**src/rtl/issue_queue_pkg.sv**
```systemverilog
// Shared definitions for the issue queue: default sizing, ALU op classes
// shared with decode, and the per-entry status bits.
package issue_queue_pkg;

    localparam int IQ_DEPTH  = 8;
    localparam int IQ_PREG_W = 6;
    localparam int IQ_ROB_W  = 5;
    localparam int IQ_FU_W   = 2;

    // ALU op classes, same encoding decode produces
    typedef enum logic [1:0] {
        ALU_ADD   = 2'd0,
        ALU_LOGIC = 2'd1,
        ALU_SHIFT = 2'd2,
        ALU_CMP   = 2'd3
    } alu_op_e;

    // Width-independent entry state; the only part of an entry that is reset
    typedef struct packed {
        logic valid;
        logic s1_rdy;
        logic s2_rdy;
    } iq_status_t;

endpackage

```
**src/rtl/iq_priority_select.sv**
```systemverilog
// Lowest-index one-hot picker, used for free-slot allocation and issue select.
module iq_priority_select #(
    parameter int N = 8
) (
    input  logic [N-1:0] req,
    output logic [N-1:0] gnt,
    output logic         any
);

    // Isolate the lowest set request bit
    always_comb begin
        gnt = req & (~req + N'(1));
        any = |req;
    end

endmodule

```
**src/rtl/issue_queue.sv**
```systemverilog
// Unified issue queue: buffers renamed micro-ops, wakes sources on writeback
// broadcasts and issues the lowest-index ready entry each cycle.
module issue_queue
    import issue_queue_pkg::*;
#(
    parameter int DEPTH  = IQ_DEPTH,
    parameter int PREG_W = IQ_PREG_W,
    parameter int ROB_W  = IQ_ROB_W,
    parameter int FU_W   = IQ_FU_W
) (
    input  logic                        clk,
    input  logic                        rst,
    input  logic                        flush,
    input  logic                        disp_valid,
    output logic                        disp_ready,
    input  logic [PREG_W-1:0]           disp_sr1_p,
    input  logic [PREG_W-1:0]           disp_sr2_p,
    input  logic [PREG_W-1:0]           disp_dr_p,
    input  logic                        disp_s1_ready,
    input  logic                        disp_s2_ready,
    input  logic [1:0]                  disp_aluOp,
    input  logic [31:0]                 disp_imm,
    input  logic [FU_W-1:0]             disp_FU,
    input  logic [ROB_W-1:0]            disp_ROB_num,
    input  logic                        wb0_valid,
    input  logic [PREG_W-1:0]           wb0_tag,
    input  logic                        wb1_valid,
    input  logic [PREG_W-1:0]           wb1_tag,
    output logic                        issue_valid,
    input  logic                        issue_ready,
    output logic [PREG_W-1:0]           issue_sr1_p,
    output logic [PREG_W-1:0]           issue_sr2_p,
    output logic [PREG_W-1:0]           issue_dr_p,
    output logic [1:0]                  issue_aluOp,
    output logic [31:0]                 issue_imm,
    output logic [FU_W-1:0]             issue_FU,
    output logic [ROB_W-1:0]            issue_ROB_num,
    output logic [$clog2(DEPTH):0]      count
);

    localparam int CNT_W = $clog2(DEPTH) + 1;

    typedef struct packed {
        logic [PREG_W-1:0] sr1_p;
        logic [PREG_W-1:0] sr2_p;
        logic [PREG_W-1:0] dr_p;
        alu_op_e           alu_op;
        logic [31:0]       imm;
        logic [FU_W-1:0]   fu;
        logic [ROB_W-1:0]  rob_num;
    } payload_t;

    iq_status_t       status_q  [DEPTH];
    iq_status_t       status_d  [DEPTH];
    payload_t         payload_q [DEPTH];
    payload_t         payload_d [DEPTH];
    logic [CNT_W-1:0] count_q, count_d;
    // One-hot entry held at the issue port while execute stalls
    logic [DEPTH-1:0] lock_q, lock_d;

    logic [DEPTH-1:0] free_vec, alloc_gnt;
    logic [DEPTH-1:0] rdy_vec, pick_gnt, sel_gnt;
    logic             free_any, pick_any;
    logic             disp_fire, issue_fire;

    function automatic logic tag_hit(
        input logic [PREG_W-1:0] tag,
        input logic              v0,
        input logic [PREG_W-1:0] t0,
        input logic              v1,
        input logic [PREG_W-1:0] t1
    );
        return (v0 && (t0 == tag)) || (v1 && (t1 == tag));
    endfunction

    // Request vectors for allocation (free slots) and select (fully ready)
    always_comb begin
        free_vec = '0;
        rdy_vec  = '0;
        for (int i = 0; i < DEPTH; i++) begin
            free_vec[i] = ~status_q[i].valid;
            rdy_vec[i]  = status_q[i].valid & status_q[i].s1_rdy & status_q[i].s2_rdy;
        end
    end

    iq_priority_select #(.N(DEPTH)) u_alloc_sel (
        .req (free_vec),
        .gnt (alloc_gnt),
        .any (free_any)
    );

    iq_priority_select #(.N(DEPTH)) u_issue_sel (
        .req (rdy_vec),
        .gnt (pick_gnt),
        .any (pick_any)
    );

    // Handshake qualification; a stalled selection stays pinned so a
    // lower-index entry waking up cannot change the outputs under execute
    always_comb begin
        disp_ready  = (count_q != CNT_W'(DEPTH));
        sel_gnt     = (|lock_q) ? lock_q : pick_gnt;
        issue_valid = (|lock_q) | pick_any;
        // free_any agrees with count; gating on both protects live entries
        disp_fire   = disp_valid & disp_ready & free_any & ~flush;
        issue_fire  = issue_valid & issue_ready & ~flush;
        lock_d      = '0;
        if (!flush && issue_valid && !issue_ready) begin
            lock_d = sel_gnt;
        end
    end

    // Next entry state: wakeup, issue retire, dispatch write, flush clear
    always_comb begin
        for (int i = 0; i < DEPTH; i++) begin
            status_d[i]  = status_q[i];
            payload_d[i] = payload_q[i];
            if (status_q[i].valid) begin
                if (tag_hit(payload_q[i].sr1_p, wb0_valid, wb0_tag, wb1_valid, wb1_tag)) begin
                    status_d[i].s1_rdy = 1'b1;
                end
                if (tag_hit(payload_q[i].sr2_p, wb0_valid, wb0_tag, wb1_valid, wb1_tag)) begin
                    status_d[i].s2_rdy = 1'b1;
                end
            end
            if (issue_fire && sel_gnt[i]) begin
                status_d[i].valid = 1'b0;
            end
            // Only free slots are allocated, so this never collides with issue
            if (disp_fire && alloc_gnt[i]) begin
                status_d[i].valid  = 1'b1;
                status_d[i].s1_rdy = disp_s1_ready || (disp_sr1_p == '0) ||
                    tag_hit(disp_sr1_p, wb0_valid, wb0_tag, wb1_valid, wb1_tag);
                status_d[i].s2_rdy = disp_s2_ready || (disp_sr2_p == '0) ||
                    tag_hit(disp_sr2_p, wb0_valid, wb0_tag, wb1_valid, wb1_tag);
                payload_d[i].sr1_p   = disp_sr1_p;
                payload_d[i].sr2_p   = disp_sr2_p;
                payload_d[i].dr_p    = disp_dr_p;
                payload_d[i].alu_op  = alu_op_e'(disp_aluOp);
                payload_d[i].imm     = disp_imm;
                payload_d[i].fu      = disp_FU;
                payload_d[i].rob_num = disp_ROB_num;
            end
            if (flush) begin
                status_d[i].valid = 1'b0;
            end
        end
    end

    // Occupancy tracks accepted dispatches minus accepted issues
    always_comb begin
        if (flush) begin
            count_d = '0;
        end else begin
            count_d = count_q + CNT_W'(disp_fire) - CNT_W'(issue_fire);
        end
    end

    // Issue port: one-hot mux of the selected entry, zero when none
    always_comb begin
        issue_sr1_p   = '0;
        issue_sr2_p   = '0;
        issue_dr_p    = '0;
        issue_aluOp   = '0;
        issue_imm     = '0;
        issue_FU      = '0;
        issue_ROB_num = '0;
        for (int i = 0; i < DEPTH; i++) begin
            if (sel_gnt[i]) begin
                issue_sr1_p   = issue_sr1_p   | payload_q[i].sr1_p;
                issue_sr2_p   = issue_sr2_p   | payload_q[i].sr2_p;
                issue_dr_p    = issue_dr_p    | payload_q[i].dr_p;
                issue_aluOp   = issue_aluOp   | payload_q[i].alu_op;
                issue_imm     = issue_imm     | payload_q[i].imm;
                issue_FU      = issue_FU      | payload_q[i].fu;
                issue_ROB_num = issue_ROB_num | payload_q[i].rob_num;
            end
        end
        count = count_q;
    end

    // Control state: valid/ready bits, occupancy and stall lock
    always_ff @(posedge clk or posedge rst) begin
        if (rst) begin
            for (int i = 0; i < DEPTH; i++) begin
                status_q[i] <= '0;
            end
            count_q <= '0;
            lock_q  <= '0;
        end else begin
            status_q <= status_d;
            count_q  <= count_d;
            lock_q   <= lock_d;
        end
    end

    // Entry payload storage, qualified by the valid bits and left unreset
    always_ff @(posedge clk) begin
        payload_q <= payload_d;
    end

endmodule

```
**config.mk**
```make
export PLATFORM = sky130hd
export DESIGN_NAME = issue_queue
export DESIGN_NICKNAME = d
export VERILOG_FILES = /design/src/rtl/issue_queue_pkg.sv /design/src/rtl/iq_priority_select.sv /design/src/rtl/issue_queue.sv
export SDC_FILE = /design/constraint.sdc
export NUM_CORES = 1
export LEC_CHECK = 0
export CORE_MARGIN = 10
export CORE_UTILIZATION = 45
export CTS_CLUSTER_DIAMETER = 80
export DETAILED_ROUTE_END_ITERATION = 12
export PLACE_DENSITY = 0.61
export SYNTH_ARGS = -nofsm -noshare
export SYNTH_HDL_FRONTEND = slang
export SYNTH_SLANG_ARGS = --single-unit
```
**constraint.sdc**
```tcl
create_clock -name clk -period 4.6 [get_ports clk]
set_input_delay 0.92 -clock clk [delete_from_list [all_inputs] [get_ports clk]]
set_output_delay 0.92 -clock clk [all_outputs]
set_load 0.005 [all_outputs]
```
[Word-level counts from Yosys, hierarchy flattened]
Cells that the tools add are included.
W data, S select, Z words.
Word-level totals
  register bits after elaboration: 508
  bits of input ports: 80
  output and inout bits: 65
  logic and storage cells: 445
Cells by class
  add/subtract/negate cells: 4
  eq/ne operators: 37
  mux-type cells: 107
  bitwise logic cells: 84
  reduce and logical (&&, ||, !) cells: 131
Operator list (count)
  $mux W32: 8
  $or A32 B32 Y32: 7
  $eq A6 B6 Y1: 36
  $mux W6: 24
  $or A6 B6 Y6: 21
  $logic_and A1 B1 Y1: 54
  $mux W2: 24
  $reduce_bool A2 Y1: 24
  $mux W5: 8
  $or A5 B5 Y5: 7
  $mux W1: 32
  $reduce_and A2 Y1: 16
  $or A2 B2 Y2: 14
  $mux W3: 8
  $reduce_bool A3 Y1: 8
  $reduce_or A8 Y1: 3
  $logic_or A1 B1 Y1: 22
  $and A1 B1 Y1: 21
  $add A8 B1 Y8 const B: 2
  $and A8 B8 Y8: 2
  $mux W8: 2
  $not A8 Y8: 2
  $logic_not A6 Y1: 2
  $not A1 Y1: 9
  6 further kinds: 7

[Logic depth before layout (Yosys ltp)]
Gate-level depths: netlist (run 1).
  word-level depth: 21
  mapped depth: 13
  depth with buffers taken out: 12

[Cells and area by module]
Synthesis (run 1) repeated with hierarchy kept, for this count alone.
Second synthesis, totals
  cell total of the unflattened synthesis: 1363
  area total of the unflattened synthesis: 21669.5 um2
Modules (own cells, without submodules)
  issue_queue: instances 1, cells each 1339, area an instance 21476.8 um2, seq. area each 15074.5 um2
  iq_priority_select: instances 2, cells each 12, area an instance 96.3 um2, seq. area each 0.0 um2

[Worst setup path before layout (run 1)]
Ideal clock, no wire load.
  kind: input -> register
  start point: in disp_valid
  end point: reg payload_q[413] (netlist name), enable pin
  library setup time: 0.487 ns
  data arrival time: 4.019 ns
  data required time: 4.113 ns
  setup slack: 0.094 ns
  stages on the path: 3
  path buffers: 0
  cell sequence: nor2b_1 and2_1 nor2b_1
Between the ends
  word-level cells in the longest chain between the ends: 4
Ends and longest elaborated chain
  from (decl): RTL line issue_queue.sv:14  | input logic disp_valid,
  $and A1 B1 Y1 (3 in a row): RTL line issue_queue.sv:105  | disp_fire = disp_valid & disp_ready & free_any & ~flush;
  $logic_and A1 B1 Y1: RTL line issue_queue.sv:130  | if (disp_fire && alloc_gnt[i]) begin
  to (signal assigned): RTL line issue_queue.sv:199  | payload_q <= payload_d;
  to (decl): RTL line issue_queue.sv:55  | payload_t payload_q [DEPTH];
No other way between the ends.
A chain may end at the register's enable or synchronous reset.

[Worst setup path in the final report (run 1)]
  start point: reg lock_q[6]
  end point: out issue_ROB_num[0]
Between the ends
  word-level cells in the longest chain between the ends: 17
Ends and longest elaborated chain
  from (decl): RTL line issue_queue.sv:59  | logic [DEPTH-1:0] lock_q, lock_d;
  from (signal assigned): RTL line issue_queue.sv:193  | lock_q <= lock_d;
  $reduce_or A8 Y1: RTL line issue_queue.sv:102  | sel_gnt = (|lock_q) ? lock_q : pick_gnt;
  $mux W8 (*): RTL line issue_queue.sv:102
  $mux W5: RTL line issue_queue.sv:169  | if (sel_gnt[i]) begin
  $or A5 B5 Y5: RTL line issue_queue.sv:176  | issue_ROB_num = issue_ROB_num | payload_q[i].rob_num;
  $mux W5: RTL line issue_queue.sv:169
  $or A5 B5 Y5: RTL line issue_queue.sv:176
  $mux W5: RTL line issue_queue.sv:169
  $or A5 B5 Y5: RTL line issue_queue.sv:176
  $mux W5: RTL line issue_queue.sv:169
  $or A5 B5 Y5: RTL line issue_queue.sv:176
  $mux W5: RTL line issue_queue.sv:169
  $or A5 B5 Y5: RTL line issue_queue.sv:176
  $mux W5: RTL line issue_queue.sv:169
  $or A5 B5 Y5: RTL line issue_queue.sv:176
  $mux W5: RTL line issue_queue.sv:169
  $or A5 B5 Y5: RTL line issue_queue.sv:176
  $mux W5 (*): RTL line issue_queue.sv:169
  to (decl): RTL line issue_queue.sv:37  | output logic [ROB_W-1:0] issue_ROB_num,
Every way passes the cells marked *; elsewhere a longest branch is shown, timed or not.

==> results.md, run 1 <==
- ANT nets after route: 0
- NetSw: 2.791 mW
- Most used flip-flop cell after synthesis: edfxtp_1
- Die width: 243.0 µm
- Gate power share: 15.1%
- Final setup violation count: 0
- Die area: 59030 µm²
- Crit end category: output port
- Clock skew: 0.02004 ns
- Num Clock Sinks: 508
- CTS tree: built
- WP data required: 3.68 ns
- Root buffer cell: clkbuf_16
- Total gr overflow: 0
- Starting Density: 45.60%
- Area delta synth->final: 20.67%
- Worst hold start: status_q[13]
- Clock transition at path regs: 0.06 ns
- Clock share of power: 37.2%
- Post-DP HPWL: 39030 µm
- Max-slew violations: 0
- Final Hold Viols: 0
- WL/cell: 28.69 µm
- Reg2reg setup slack: 1.04 ns
- Lkg Pwr: 9.259 nW
- Initial antenna violation count: 4
- Power per cell area: 409.0 nW/µm²
- Final worst setup slack: 0.07226 ns
- Distinct cells, synth: 54
- Fraction of registers with async set/reset: 7.087%
- Final core utilization: 55.03%
- Vias in the first global route: 15945
- Vias: 15547
- Crit start category: flip-flop
- Initial DRC count: 2068
- Net Sw Frac: 25.28%
- Outcome: complete, no violations
- CP max FO: 22
- Cells after Synth: 1566
- Worst Path Class, Setup: flip-flop to output port
- #FFs+latches synth: 508
- Critical Path AT: 3.61 ns
- Wirelength, routed: 70180 µm
- Port Buffers: 144
- First drt pass iteration count: 9
- GPL Wtd Cong: 0.8976
- Min Tclk post-route: 4.528 ns
- Seq/Total Area, Yosys: 67.39%
- CTS Buf Count: 52
- MaxCap Viol Count: 0
- Gr usage total: 23.13%
- Worst Tran Pin Value: 1.061 ns
- First-pass GRT wire length: 103600 µm
- Dpl ws: 0.2624 ns
- Worst Reg-to-Reg Cells: 12
- Worst vdd ir: 0.2770 mV
- Synth Cell Area: 22370 µm²
- Vias per cell: 6.356
- Reg power frac: 47.7%
- Max_slew headroom: 29.04%
- Reg2reg start: lock_q[6]
- Number of core rows: 81
- Hold Path Class: flip-flop to flip-flop
- Placeable Area: 49050 µm²
- I/O Pins: 145
- Int Pwr: 8.248 mW
- Hold EP: status_q[13]
- Post-synth net total: 1652
- Worst-Skew Late Latency: 0.61 ns
- Mapped Avg Cell Area: 14.28 µm²
- FF-to-FF End: count[2]
- Post-synth EDFFs: 472
- Net count, final: 1824
- Fin crit share: 98.43%
- CTS Buffer Depth: 3
- Max Fclk: 220.9 MHz
- Hold depth: 2
- Commonest cells after routing, fill and taps aside: 472 x edfxtp_1, 126 x nand2_1, 119 x a22oi_1, 115 x xnor2_1, 103 x xor2_1
- Residual DRC: 0
- # H-tree levels: 2
- Warnings, synthesis: 0
- Die Y: 243.0 µm
- Share of cells above drive strength 1: 10.89%
- Commonest non-fill, non-tap cell in the layout: edfxtp_1
- Largest net degree at the start of global routing: 63
-- worst max path at each step --
stage               startpoint               end  slack (ns)  cells after the start
global placement     lock_q[5]    issue_sr1_p[5]        0.30                      8
detailed placement   lock_q[5]    issue_sr1_p[5]        0.26                      7
global route         lock_q[6]  issue_ROB_num[0]       -0.02                      9
floorplan           disp_valid    payload_q[413]        0.09                      3
finish               lock_q[6]  issue_ROB_num[0]        0.07                      9
CTS                  lock_q[4]     issue_dr_p[1]       -0.05                      9
-- power by group through the flow --
stage	Sequential (mW)	Combinational, mW	Clock [mW]
5_1_grt	5.27	1.78	4.36
3_3_place_gp	5.36	1.64	0
3_5_place_dp	5.36	1.65	0
4_1_cts	5.26	1.67	4.15
2_1_floorplan	5.35	0.727	0
6_report	5.27	1.67	4.11
-- timing repair --
item,4_1_cts,5_1_grt
cloned,6,2
hold buffers,0,0
resized for setup,63,10
pin swaps,22,5
endpoints found under the setup margin,59,12
setup buffers,13,7
-- worst max-delay path: stages (launching register included) --
cell and delay, ns:
dfrtp_2 0.40, or4_4 0.56, or4_4 0.64, o41ai_4 0.37, buf_4 0.19, buf_4 0.11
buf_12 0.19, nand2_1 0.08, nand4_1 0.18, dlygate4sd2_1 0.28
-- synthesized netlist by cell type, types with 8 or more instances --
master / number / area (µm²)
dfrtp_1: 36 / 900.9
or4_1: 12 / 90.09
a32oi_1: 59 / 516.8
clkbuf_1: 98 / 367.9
nor3_1: 11 / 55.05
a22oi_1: 119 / 893.4
nor2_1: 17 / 63.81
inv_1: 25 / 93.84
a221oi_1: 58 / 508.0
nand3_1: 14 / 70.07
nand4_1: 96 / 600.6
a222oi_1: 58 / 580.6
xor2_1: 103 / 902.1
nor4_1: 27 / 168.9
nor2b_1: 8 / 50.05
edfxtp_1: 472 / 14170
nand2_1: 126 / 473.0
xnor2_1: 115 / 1007
o21ai_0: 11 / 55.05
a31oi_1: 14 / 87.58
-- final cells by class --
type,instances,area (µm²)
Timing Repair Buffer,237,2550
Clock buffer,68,1423
Tap cell,664,830.8
Sequential cell,508,15080
Clock inverter,29,240.2
Multi-Input combinational cell,914,6773
Fill cell,3967,22060
Inverter,25,93.84
Antenna cell,1,2.502
-- sequential cells by signal, indices dropped and copies added (netlist names) --
| name | cells |
|---|---|
| lock_q | 8 |
| payload_q | 472 |
| count | 4 |
| status_q | 24 |
-- per-layer routing --
metal / vias up / GRT usage (%) / share of wire (%)
met4: 6 / 7.866 / 2.5
met3: 133 / 4.360 / 9.5
li1: 6713 / - / -
met5: - / 0 / 0.073
met2: 877 / 38.26 / 48
met1: 7818 / 30.09 / 40
-- logic make-up after synthesis --
| kind of cell | share of synthesized area, % |
|---|---|
| DFF | 67.39 |
| AOI/OAI and AO/OA | 13.11 |
| and+or+nand+nor | 7.926 |
| xor gates and xnor gates | 8.536 |
| buffers and inverters | 2.674 |
| adders and majority gates | 0.3692 |
-- metrics by stage --
step / total power, mW / hold slack, ns / TNS, ns / std cells / cell area, µm²
after floorplan: 6.075 / 0.4802 / 0 / 1566 / 22370
after global placement: 6.997 / 0.5078 / 0 / 2321 / 24920
after detailed placement: 7.012 / 0.5105 / 0 / 2321 / 24920
after CTS: 11.08 / 0.5251 / -0.08473 / 2436 / 26860
after global routing: 11.42 / 0.5674 / -0.02634 / 2446 / 26990
final: 11.04 / 0.5221 / 0 / 2446 / 26990
No activity file was read; power rests on OpenSTA's default activity.
==> run 2: changes to the inputs <==
Settings changed: SLEW_MARGIN set to 10, TNS_END_PERCENT set to 50.
==> run 2 against run 1 <==
  * Core utilization increased by 0.16 points
  * Non-clock buffer count increased by 8
  * Global-route usage about the same
  * Power increased by 0.35%
  * Combinational power about the same
  * Wire length increased by 1.4%
  * Clock power about the same
  * Sequential cell count unchanged
  * Final cell count increased by 0.33%
  * Critical path type unchanged
  * Highest routed layer unchanged
==> results.md, run 2 (synthesis results as in run 1) <==
- Total gr overflow: 0 (unchanged)
- Max reg flops: 472 (unchanged)
- I/O Pins: 145 (unchanged)
- MaxCap Viol Count: 0 (unchanged)
- Tot Pwr: 11.08 mW (+0.35%)
- Setup_tns: 0 ns (unchanged)
- Largest registers: payload_q x472, status_q x24, lock_q x8
- Crit path cell chain: or4_4 -> or4_4 -> buf_6 -> nor2_4 -> buf_6 -> buf_12 -> a32oi_1 -> nand4_1 -> clkdlybuf4s50_1
- GPL Wtd Cong: 0.8976 (unchanged)
- Critical Path AT: 3.62 ns (about the same)
- Residual DRC: 0 (unchanged)
- Max Fclk: 220.2 MHz (-0.30%)
- FF-to-FF End: count[2]
- Worst vdd ir: 0.2784 mV (+0.49%)
- Number of core rows: 81 (unchanged)
- Die Y: 243.0 µm (unchanged)
- CTS Buf Count: 52 (unchanged)
- Initial antenna violation count: 5 (+1)
- Worst Path Class, Setup: flip-flop to output port
- Max_slew headroom: 29.18% (+0.14 points)
- Crit start category: flip-flop
- Starting Density: 45.60% (unchanged)
- Commonest cells after routing, fill and taps aside: 472 x edfxtp_1, 126 x nand2_1, 119 x a22oi_1, 115 x xnor2_1, 103 x xor2_1
- Fin crit share: 98.72% (+0.29 points)
- Final Hold Viols: 0 (unchanged)
- Port Buffers: 144 (unchanged)
- First-pass GRT wire length: 103600 µm (about the same)
- Final setup violation count: 0 (unchanged)
- Reg with most FFs: payload_q
- CTS Buffer Depth: 3 (unchanged)
- Slowest CP cell: or4_4
- CTS tree: built
- ANT nets after route: 0 (unchanged)
- Initial DRC count: 2056 (-0.58%)
- Placed instance count: 2321 (unchanged)
- Final std cells w/o fill: 2454 (+0.33%)
- Gate power share: 15.3% (+0.2 points)
- Outcome: complete, no violations
- Max-slew violations: 0 (unchanged)
- Largest net degree at the start of global routing: 63 (unchanged)
- Num Clock Sinks: 508 (unchanged)
- WL/cell: 29.00 µm (+1.1%)
- Area delta synth->final: 21.01%
- # H-tree levels: 2 (unchanged)
- Min Tclk post-route: 4.541 ns (+0.01347 ns)
- Hold Path Class: flip-flop to flip-flop
- Worst Tran Pin Value: 1.059 ns (-0.002130 ns)
- Vias in the first global route: 15947 (+0.013%)
- Vias per cell: 6.371 (+0.24%)
- Commonest non-fill, non-tap cell in the layout: edfxtp_1
- Clock transition at path regs: 0.06 ns (about the same)
- CP startpoint: lock_q[6]
- Vias: 15635 (+0.57%)
- Reg2reg start: lock_q[6]
- Worst Reg-to-Reg Cells: 12 (unchanged)
- Reg2reg setup slack: 1.02 ns (-0.02 ns)
- Lkg Pwr: 9.255 nW (about the same)
- Net count, final: 1832 (+0.44%)
- Layout fillers: 3948 (-0.48%)
- Crit end category: output port
- Buf/Inv on CP: 4 (unchanged)
- Final core utilization: 55.18% (+0.16 points)
- WP depth: 9 (unchanged)
- First drt pass iteration count: 8 (-1)
- CP max FO: 12 (-45%)
- NetSw: 2.820 mW (+1.0%)
- Crit path to: issue_sr2_p[3]
- Gr usage total: 23.12% (about the same)
- Wirelength, routed: 71170 µm (+1.4%)
- Root buffer cell: clkbuf_16
- Largest stage delay on the critical path: 0.65 ns (about the same)
- Share of cells above drive strength 1: 11.29% (+0.40 points)
- Power per cell area: 409.2 nW/µm² (about the same)
- RSZ-0062 raised after global routing: yes
- Crit path max-delay family: simple AND/OR/NAND/NOR gates
- Die area: 59030 µm² (unchanged)
- WP data required: 3.68 ns (about the same)
- Placeable Area: 49050 µm² (unchanged)
- Die width: 243.0 µm (unchanged)
- Net Sw Frac: 25.45% (+0.17 points)
- Clock skew: 0.01650 ns (-0.003538 ns)
- Reg power frac: 47.5% (-0.2 points)
- Post-DP HPWL: 39030 µm (unchanged)
- Clock share of power: 37.1% (about the same)
- Int Pwr: 8.258 mW (+0.12%)
- Worst-Skew Late Latency: 0.61 ns (about the same)
==> run 2: metrics by stage <==
stage | area (µm²) | hold slack (ns) | worst slack, ns
6_report | 27070 | 0.5230 | 0.05879
3_3_place_gp | 24920 | 0.5078 | 0.2975
4_1_cts | 26840 | 0.5251 | -0.04892
3_5_place_dp | 24920 | 0.5105 | 0.2624
2_1_floorplan | 22370 | 0.4802 | 0.09397
5_1_grt | 27070 | 0.5674 | -0.04497
==> run 2: cell type report <==
class	count	area [µm²]	share of cell area [%]
Timing Repair Buffer	245	2626	9.702
Multi-Input combinational cell	914	6773	25.02
Antenna cell	1	2.502	0.009245
Inverter	25	93.84	0.3467
Tap cell	664	830.8	3.069
Sequential cell	508	15080	55.71
Clock buffer	68	1423	5.256
Clock inverter	29	240.2	0.8875
==> run 2: worst min-delay path by stage <==
| stage | start | endpoint | slack [ns] | cells after the start |
|---|---|---|---|---|
| 5_1_grt | status_q[19] | status_q[19] | 0.57 | 1 |
| 2_1_floorplan | status_q[13] | status_q[13] | 0.48 | 2 |
| 4_1_cts | status_q[13] | status_q[13] | 0.53 | 2 |
| 3_5_place_dp | status_q[13] | status_q[13] | 0.51 | 2 |
| 3_3_place_gp | status_q[13] | status_q[13] | 0.51 | 2 |
| 6_report | status_q[13] | status_q[13] | 0.52 | 2 |
==> run 2: layer usage <==
layer / part of all wire, % / up-vias / global-route usage [%]
met5: 0.072 / - / 0
met4: 2.6 / 6 / 7.811
met3: 8.5 / 138 / 4.360
met2: 49 / 826 / 38.26
met1: 40 / 7942 / 30.09
li1: - / 6723 / -
==> run 2: worst reg2reg max path: cells and delay by family, from the launching register on <==
family	cells	cell delay, ns
simple gates	3	1.29
xor+xnor	1	0.15
fa+ha+maj	3	0.89
compound gates	1	0.26
buf+inv	4	0.48
flops	1	0.40
==> run 2: power groups by stage <==
stage / Combinational [mW] / Sequential (mW) / Clock (mW)
floorplan: 0.727 / 5.35 / 0
global placement: 1.64 / 5.36 / 0
detailed placement: 1.65 / 5.36 / 0
CTS: 1.66 / 5.26 / 4.15
global route: 1.81 / 5.27 / 4.36
finish: 1.70 / 5.27 / 4.11
==> run 2: what timing repair did <==
action | in CTS | in global routing
cloned | 6 | 5
hold buffers | 0 | 0
gates resized for setup | 60 | 13
pin swaps | 24 | 10
setup endpoints to repair | 59 | 12
hold endpoints to repair | 0 | 0
buffers inserted | 12 | 15
==> run 3: changes to the inputs <==
Settings changed: CTS_CLUSTER_SIZE set to 14.
==> run 3 against run 2 <==
  * Worst hold slack gained 0.0036 ns
  * Clock-buffer cell count grew 7
  * Non-clock buffer count shrank 4
  * Critical path depth is the same
  * Clock skew grew 0.0064 ns
  * Die area is the same
  * Largest power group unchanged
==> results.md, run 3 (synthesis results as in run 1) <==
- Outcome: complete, no violations
- First drt pass iteration count: 8 (unchanged)
- Tot Pwr: 10.43 mW (-5.8%)
- Max Fclk: 219.2 MHz (-0.47%)
- Fin crit share: 99.19% (+0.47 points)
- ANT nets after route: 0 (unchanged)
- Num Clock Sinks: 508 (unchanged)
- Total gr overflow: 0 (unchanged)
- Worst vdd ir: 0.2490 mV (-11%)
- Largest stage delay on the critical path: 0.60 ns (-0.05 ns)
- CTS Buffer Depth: 3 (unchanged)
- Commonest non-fill, non-tap cell in the layout: edfxtp_1
- Min Tclk post-route: 4.563 ns (+0.02140 ns)
- # hold bufs at CTS: 0 (unchanged)
- GPL Wtd Cong: 0.8976 (unchanged)
- Register area: 15080 µm² (unchanged)
- Worst-Skew Late Latency: 0.60 ns (about the same)
- Final worst setup slack: 0.03739 ns (-0.02140 ns)
- Number of core rows: 81 (unchanged)
- Layout fillers: 3992 (+1.1%)
- Area delta synth->final: 19.24%
- CP max FO: 18 (+6)
- Port Buffers: 144 (unchanged)
- Final core utilization: 54.37% (-0.81 points)
- MaxCap Viol Count: 0 (unchanged)
- Clock transition at path regs: 0.07 ns (about the same)
- CTS Buf Count: 42 (-19%)
- Largest net degree at the start of global routing: 63 (unchanged)
- Crit end category: output port
- Power per cell area: 391.2 nW/µm² (-4.4%)
- Worst Path Class, Setup: flip-flop to output port
- Net count, final: 1818 (-0.76%)
- Worst Tran Pin Value: 1.056 ns (-0.002822 ns)
- Final setup violation count: 0 (unchanged)
- Starting Density: 45.60% (unchanged)
- Finished Cell Area: 26670 µm² (-1.5%)
- Vias per cell: 6.371 (about the same)
- Largest registers: payload_q x472, status_q x24, lock_q x8
- Die Y: 243.0 µm (unchanged)
- Crit start category: flip-flop
- Commonest cells after routing, fill and taps aside: 472 x edfxtp_1, 126 x nand2_1, 119 x a22oi_1, 115 x xnor2_1, 103 x xor2_1
- Worst Reg-to-Reg Cells: 12 (unchanged)
- Max reg flops: 472 (unchanged)
- CTS tree: built
- Slowest CP cell: or4_4
- Hold depth: 2 (unchanged)
- Lkg Pwr: 9.115 nW (-1.5%)
- Root buffer cell: clkbuf_16
- Wirelength, routed: 70430 µm (-1.0%)
- Gr usage total: 23.07% (-0.053 points)
- Initial antenna violation count: 4 (-1)
- RSZ-0062 raised after global routing: yes
- Placeable Area: 49050 µm² (unchanged)
- Hold Path Class: flip-flop to flip-flop
- Share of cells above drive strength 1: 9.683% (-1.6 points)
- First-pass GRT wire length: 103300 µm (-0.28%)
- Final Hold Viols: 0 (unchanged)
- Clock skew: 0.02286 ns (+0.006361 ns)
- WP data required: 3.68 ns (about the same)
- Area occupied by multi-input gates: 6769 µm² (about the same)
- Max-slew violations: 0 (unchanged)
- Placed inst area: 24920 µm² (unchanged)
- Critical Path AT: 3.64 ns (+0.02 ns)
- WL/cell: 28.97 µm (-0.10%)
- Vias: 15487 (-0.95%)
- Max_slew headroom: 29.59% (+0.41 points)
- Vias in the first global route: 15818 (-0.81%)
- Reg with most FFs: payload_q
- Initial DRC count: 2077 (+1.0%)
- Crit path cell chain: or4_4 -> or4_4 -> buf_12 -> o41ai_4 -> buf_4 -> buf_12 -> nand2_1 -> nand4_1 -> clkdlybuf4s50_1
- Residual DRC: 0 (unchanged)
- Dpl ws: 0.2624 ns (unchanged)
- Die area: 59030 µm² (unchanged)
- Post-DP HPWL: 39030 µm (unchanged)
- Die width: 243.0 µm (unchanged)
- I/O Pins: 145 (unchanged)
- # H-tree levels: 2 (unchanged)
## run 3: changes by cell type in the layout (fill, tap and decap cells not counted), moves of 2 or more
| cell | delta |
|---|---|
| buf_6 | -3 |
| dlymetal6s2s_1 | +6 |
| bufinv_16 | -2 |
| clkbuf_8 | -4 |
| buf_12 | +2 |
| clkbuf_16 | -11 |
| clkinv_1 | -13 |
| clkdlybuf4s50_1 | -6 |
| buf_4 | -2 |
| clkinv_2 | -11 |
| clkbuf_1 | +20 |
## run 3: final cells by class
cell class | count | area share, %
Clock inverter | 3 | 0.2533
Tap cell | 664 | 3.115
Inverter | 25 | 0.3518
Timing Repair Buffer | 241 | 9.790
Sequential cell | 508 | 56.54
Clock buffer | 75 | 4.564
Antenna cell | 1 | 0.009382
Multi-Input combinational cell | 914 | 25.38
## run 3: worst paths after layout
path | end | slack, ns | startpoint
min in group asynchronous | count[2] | 0.75 | rst
hold / removal | status_q[13] | 0.53 | status_q[13]
setup / recovery | issue_sr2_p[0] | 0.04 | lock_q[6]
hold reg to reg | status_q[13] | 0.53 | status_q[13]
setup reg to reg | count[2] | 1.07 | lock_q[6]
max in group asynchronous | lock_q[4] | 3.45 | rst
## run 3: what timing repair did
item | CTS | global route
setup buffers | 11 | 12
cloned | 6 | 3
gates resized for setup | 59 | 16
pin swaps | 26 | 6
setup endpoints to repair | 59 | 12
## run 3: critical path: cells and delay by family (launching register included)
family	cells	cell delay, ns
compound gates	1	0.26
simple gates	4	1.35
buf+inv	4	1.03
flops	1	0.40
## run 3: stage by stage
| step | TNS [ns] | cells | hold WS, ns |
|---|---|---|---|
| 2_1_floorplan | 0 | 1566 | 0.4802 |
| 3_3_place_gp | 0 | 2321 | 0.5078 |
| 3_5_place_dp | 0 | 2321 | 0.5105 |
| 4_1_cts | -0.2355 | 2415 | 0.5275 |
| 5_1_grt | -0.03218 | 2431 | 0.5708 |
| 6_report | 0 | 2431 | 0.5266 |
## run 3: power by group
group,total [mW],switching [mW],internal (mW)
sequential,5.26,0.0701,5.19
combinational,1.68,0.961,0.717
clock,3.49,1.64,1.86
total,10.4,2.67,7.77
## run 3: routing by layer
layer	global-route usage (%)	share of wire, %
met2	38.06	48
met1	30.13	40
met5	0	0.072
met3	4.261	8.6
met4	7.940	2.8
